### config.mk
export PLATFORM = sky130hd
export DESIGN_NAME = input_conditioner
export DESIGN_NICKNAME = d
export VERILOG_FILES = /design/src/rtl/input_cond_pkg.sv /design/src/rtl/input_conditioner_channel.sv /design/src/rtl/input_conditioner.sv
export SDC_FILE = /design/constraint.sdc
export NUM_CORES = 1
export LEC_CHECK = 0
export ABC_AREA = 0
export CAP_MARGIN = 10
export CORE_MARGIN = 2
export CORE_UTILIZATION = 60
export CTS_CLUSTER_DIAMETER = 200
export DETAILED_ROUTE_END_ITERATION = 8
export PLACE_DENSITY = 0.82
export SLEW_MARGIN = 10
export SYNTH_ARGS = -nofsm -noshare
export SYNTH_HDL_FRONTEND = slang
export SYNTH_SLANG_ARGS = --single-unit
### constraint.sdc
create_clock -name clk -period 4.1 [get_ports clk]
set_input_delay 0.615 -clock clk [delete_from_list [all_inputs] [get_ports clk]]
set_output_delay 0.615 -clock clk [all_outputs]
set_load 0.03 [all_outputs]
### src/rtl/input_cond_pkg.sv
// Shared constants and helpers for the input conditioner.
package input_cond_pkg;

  localparam int unsigned N_IN_DEFAULT = 6;

  // Debounce hold time in clock cycles (CNT_MAX), never less than 1.
  // The product is formed in 64 bits so large clocks / long windows cannot overflow.
  function automatic int unsigned debounce_cycles(input longint unsigned f_clk_hz,
                                                   input longint unsigned ms);
    longint unsigned cycles;
    cycles = (f_clk_hz / 64'd1000) * ms;
    if (cycles < 64'd1) cycles = 64'd1;
    return 32'(cycles);
  endfunction

endpackage

### src/rtl/input_conditioner_channel.sv
// One input bit: synchroniser, counter debouncer and rise/fall strobes.
// Ports:
//   clk, rst                 clock, synchronous active-high reset
//   s                        polarity-normalised asynchronous level
//   clean                    debounced level
//   rise_pulse, fall_pulse   registered one-cycle strobes on clean edges
//   rise_next_c, fall_next_c strobe values that will be registered at the next edge
module debounce_channel
  import input_cond_pkg::*;
#(
  parameter int unsigned SYNC_STAGES = 2,
  parameter int unsigned CNT_MAX     = 4,
  parameter int unsigned CNT_W       = 3
) (
  input  logic clk,
  input  logic rst,
  input  logic s,
  output logic clean,
  output logic rise_pulse,
  output logic fall_pulse,
  output logic rise_next_c,
  output logic fall_next_c
);

  logic [SYNC_STAGES-1:0] sync_q;
  logic [CNT_W-1:0]       cnt_q;
  logic [CNT_W-1:0]       cnt_d;
  logic                   clean_d;
  logic                   sy;

  assign sy = sync_q[SYNC_STAGES-1];

  // Synchroniser chain; stage 0 takes the raw (asynchronous) level.
  always_ff @(posedge clk) begin
    if (rst) sync_q <= '0;
    else     sync_q <= {sync_q[SYNC_STAGES-2:0], s};
  end

  // Accept a new level only after CNT_MAX consecutive disagreeing cycles.
  always_comb begin
    cnt_d       = cnt_q;
    clean_d     = clean;
    rise_next_c = 1'b0;
    fall_next_c = 1'b0;
    if (sy == clean) begin
      cnt_d = '0;
    end else if (cnt_q == CNT_W'(CNT_MAX - 1)) begin
      cnt_d       = '0;
      clean_d     = sy;
      rise_next_c = sy;
      fall_next_c = ~sy;
    end else begin
      cnt_d = cnt_q + CNT_W'(1);
    end
  end

  // Debounce state and strobe registers.
  always_ff @(posedge clk) begin
    if (rst) begin
      cnt_q      <= '0;
      clean      <= 1'b0;
      rise_pulse <= 1'b0;
      fall_pulse <= 1'b0;
    end else begin
      cnt_q      <= cnt_d;
      clean      <= clean_d;
      rise_pulse <= rise_next_c;
      fall_pulse <= fall_next_c;
    end
  end

endmodule

### src/rtl/input_conditioner.sv
// Conditions raw switch/button pins: polarity fix, synchronise, debounce, edge strobes.
// Ports:
//   clk         system clock (rising edge)
//   rst         synchronous reset, active-high
//   raw_in      asynchronous pin levels, bit 0 = in_a
//   clean_out   debounced logical level (1 = asserted)
//   rise_pulse  one-cycle strobe on clean_out 0->1
//   fall_pulse  one-cycle strobe on clean_out 1->0
//   any_change  OR of all strobes, aligned with them
module input_conditioner
  import input_cond_pkg::*;
#(
  parameter int unsigned N_IN        = N_IN_DEFAULT,
  parameter bit          ACTIVE_LOW  = 1'b0,
  parameter int unsigned F_CLK_HZ    = 25_000_000,
  parameter int unsigned DEBOUNCE_MS = 10,
  parameter int unsigned SYNC_STAGES = 2
) (
  input  logic            clk,
  input  logic            rst,
  input  logic [N_IN-1:0] raw_in,
  output logic [N_IN-1:0] clean_out,
  output logic [N_IN-1:0] rise_pulse,
  output logic [N_IN-1:0] fall_pulse,
  output logic            any_change
);

  localparam int unsigned CNT_MAX = debounce_cycles(64'(F_CLK_HZ), 64'(DEBOUNCE_MS));
  localparam int unsigned CNT_W   = $clog2(CNT_MAX + 1);

  logic [N_IN-1:0] s;
  logic [N_IN-1:0] rise_next_c;
  logic [N_IN-1:0] fall_next_c;

  // Inversion happens before synchronisation so downstream logic is active-high.
  assign s = ACTIVE_LOW ? ~raw_in : raw_in;

  for (genvar i = 0; i < int'(N_IN); i++) begin : g_ch
    debounce_channel #(
      .SYNC_STAGES(SYNC_STAGES),
      .CNT_MAX    (CNT_MAX),
      .CNT_W      (CNT_W)
    ) u_ch (
      .clk        (clk),
      .rst        (rst),
      .s          (s[i]),
      .clean      (clean_out[i]),
      .rise_pulse (rise_pulse[i]),
      .fall_pulse (fall_pulse[i]),
      .rise_next_c(rise_next_c[i]),
      .fall_next_c(fall_next_c[i])
    );
  end

  // Registered from the next-strobe values so it lines up with the strobe registers.
  always_ff @(posedge clk) begin
    if (rst) any_change <= 1'b0;
    else     any_change <= |(rise_next_c | fall_next_c);
  end

endmodule
==> summary.txt <==
min-delay src: g_ch[2].u_ch.sync_q[0]
CP Launch Type: flip-flop
FF-to-FF Start: g_ch[0].u_ch.cnt_q[0]
H-tree depth: 4
post-CTS setup buffers: 0
count of final setup violators: 0
First-pass DRT Iterations: 4
Cell Area, Synth: 5798 µm²
Static Leak: 2.096 nW
reg-to-reg critical path endpoint: g_ch[0].u_ch.cnt_q[4]
depth of the worst register-to-register path: 6
status: finished, final reports clean
Vias/cell: 5.304
slowest CP cell: clkdlybuf4s50_1
synthesis-stage register bit count: 139
die area: 10470 µm²
Final TNS setup: 0 ns
crit end category: primary output
post-placement cell area: 6022 µm²
worst skew pair latency: 0.52 ns
Slew Viols, Final: 0
synth warn: 0
post-synth cell types: 40
crit path DAT: 1.69 ns
share of cells above drive strength 1: 6.447%
post-layout minimum cycle time: 2.308 ns
port bufs: 26
Buf+Inv Stages, Crit Path: 1
Fill cells: 714
Syn Nets: 652
Worst Hold End: g_ch[2].u_ch.sync_q[1]
initial antenna violation count: 0
Routed Wire Length: 10.55 mm
Max-slew headroom: 46.05%
complex-gate fraction of the synthesized area: 0.8632%
CTS tree: built
wl on met1: 4.854 mm
RSZ-0062 raised after global routing: false
type of the worst setup path: flip-flop to primary output
cts hold-fix bufs: 0
Synth Area per Inst: 9.088 µm²
Final Cycle Share: 56.29%
worst path required time: 3.48 ns
Clock transition at path regs: 0.06 ns
core footprint: 9328 µm²
CTS resizes: 0
clock root cell: clkbuf_8
CTS Buffer Depth: 2
CTS buffer count: 17
largest family of logic cells by synthesized area: simple AND/OR/NAND/NOR gates
MaxCap Viol Count: 0
dpl hpwl: 7.069 mm
Critical Path Start: g_ch[3].u_ch.clean
Final ANT Viol Nets: 0
Achievable Freq: 433.3 MHz
mux share of post-synthesis cell area: 0.6905%
GRT Util Overall: 22.17%
Synth Area in Simple Gates: 29.52%
commonest cells after routing, fill and taps aside: nor2_1, dfxtp_1, xnor2_1
DIE WIDTH: 102.3 µm
worst vdd ir: 288.9 µV
Main synth FF type: dfxtp_1
worst min path class: flip-flop to flip-flop
total number of vias: 4222
slowest stage delay, CP: 0.72 ns
register area share after synthesis: 47.99%
n_diodes: 0
power density cells: 426.3 nW/µm²
Post-Synthesis Cells: 638
FF-to-FF setup slack: 2.10 ns
GPL Wtd Cong: 0.7752
Starting Density: 62.16%
Worst Hold Depth: 1
vias in the first global route: 4189
commonest non-fill, non-tap cell in the layout: nor2_1
Final Instance Area: 6576 µm²
Final #Nets: 668
DRC: 0
Synth Area in Adders: 1.295%
Top delay family on crit path: buffers and inverters
CP Cell Sequence: clkdlybuf4s50_1
Final Skew: 0.006893 ns
Synth async-reset ratio: 0%
layout overhead on the synthesized area: 13.42%
Die Y: 102.3 µm
Max FO, Critical Path: 5
routed wl met2: 5.246 mm
routed length on met3: 322 µm
Routed WL per cell: 13.26 µm
clk sinks: 139
Top Ports: 27
DRT iter0 DRCs: 133
Top Metal Used: met4
Overflow after GRT: 0
largest net degree at the start of global routing: 24
Fin. Hold Viols: 0
Worst Max-Slew Pin Slew: 0.8067 ns
first-pass GRT wire length: 18.17 mm
FP Rows: 35
Synth Area in XOR/XNOR: 15.26%
EDFF count, synth: 0
## report_power, final
part	total (mW)	leakage (nW)	switching [mW]	internal [mW]
logic	0.0309	0.724	0.0177	0.0132
registers	1.36	1.12	0.00518	1.36
clock network	1.41	0.250	0.599	0.811
## stage by stage
step,power [mW],cells,hold WS [ns],setup WS (ns),utilization [%]
after global placement,1.423,764,0.4241,1.555,64.56
after floorplan,1.412,638,0.4138,2.387,-
after CTS,2.824,796,0.4413,1.782,70.50
final,2.804,796,0.4424,1.792,70.50
after detailed placement,1.424,764,0.4286,1.541,64.56
after global routing,2.895,796,0.4673,1.732,70.50
## flip-flops by register name, summed over array words and instances (netlist names)
signal	cells
g_ch.u_ch.sync_q	12
g_ch.u_ch.cnt_q	108
g_ch.u_ch.fall_pulse	6
g_ch.u_ch.clean	6
g_ch.u_ch.rise_pulse	6
any_change	1
## final cells by class
type                            instances  area [µm²]  share of cell area (%)
Sequential cell                       139        2783                   42.31
Inverter                               13       48.80                  0.7420
Timing Repair Buffer                   27       267.8                   4.072
Clock buffer                           17       414.1                   6.298
Tap cell                              129       161.4                   2.454
Multi-Input combinational cell        456        2761                   41.99
Clock inverter                         15       140.1                   2.131
## routing by layer
| layer | track usage [%] | vias up |
|---|---|---|
| met5 | 0 | - |
| li1 | - | 2160 |
| met1 | 25.08 | 1985 |
| met4 | 7.487 | 0 |
| met3 | 7.319 | 15 |
| met2 | 39.32 | 62 |
## cell families after synthesis
kind of cell               after synthesis
xor gates and xnor gates               101
AOI/OAI and AO/OA                        7
muxes                                    4
buffers and inverters                   43
DFF                                    139
and+or+nand+nor                        338
adders and majority gates                6
## cell usage after synthesis (9+ instances only)
| cell type | instances | share of area (%) |
|---|---|---|
| nor2_1 | 145 | 9.4 |
| dfxtp_1 | 139 | 48 |
| xnor2_1 | 56 | 8.5 |
| xor2_1 | 45 | 6.8 |
| nand3_1 | 42 | 3.6 |
| nand2_1 | 33 | 2.1 |
| nand4_1 | 24 | 2.6 |
| buf_4 | 21 | 2.7 |
| and3_1 | 15 | 1.6 |
| inv_1 | 13 | 0.84 |
| nor2b_1 | 13 | 1.4 |
| nor4b_1 | 12 | 1.8 |
| nor3_1 | 9 | 0.78 |
## how the worst max path moves through the flow
stage,slack [ns],depth (start not counted),end
2_1_floorplan,2.39,7,g_ch[3].u_ch.cnt_q[10]
3_3_place_gp,1.55,3,g_ch[0].u_ch.cnt_q[3]
3_5_place_dp,1.54,3,g_ch[0].u_ch.cnt_q[3]
4_1_cts,1.78,1,clean_out[3]
5_1_grt,1.73,1,clean_out[3]
6_report,1.79,1,clean_out[3]
No activity file was read; power rests on OpenSTA's default activity.
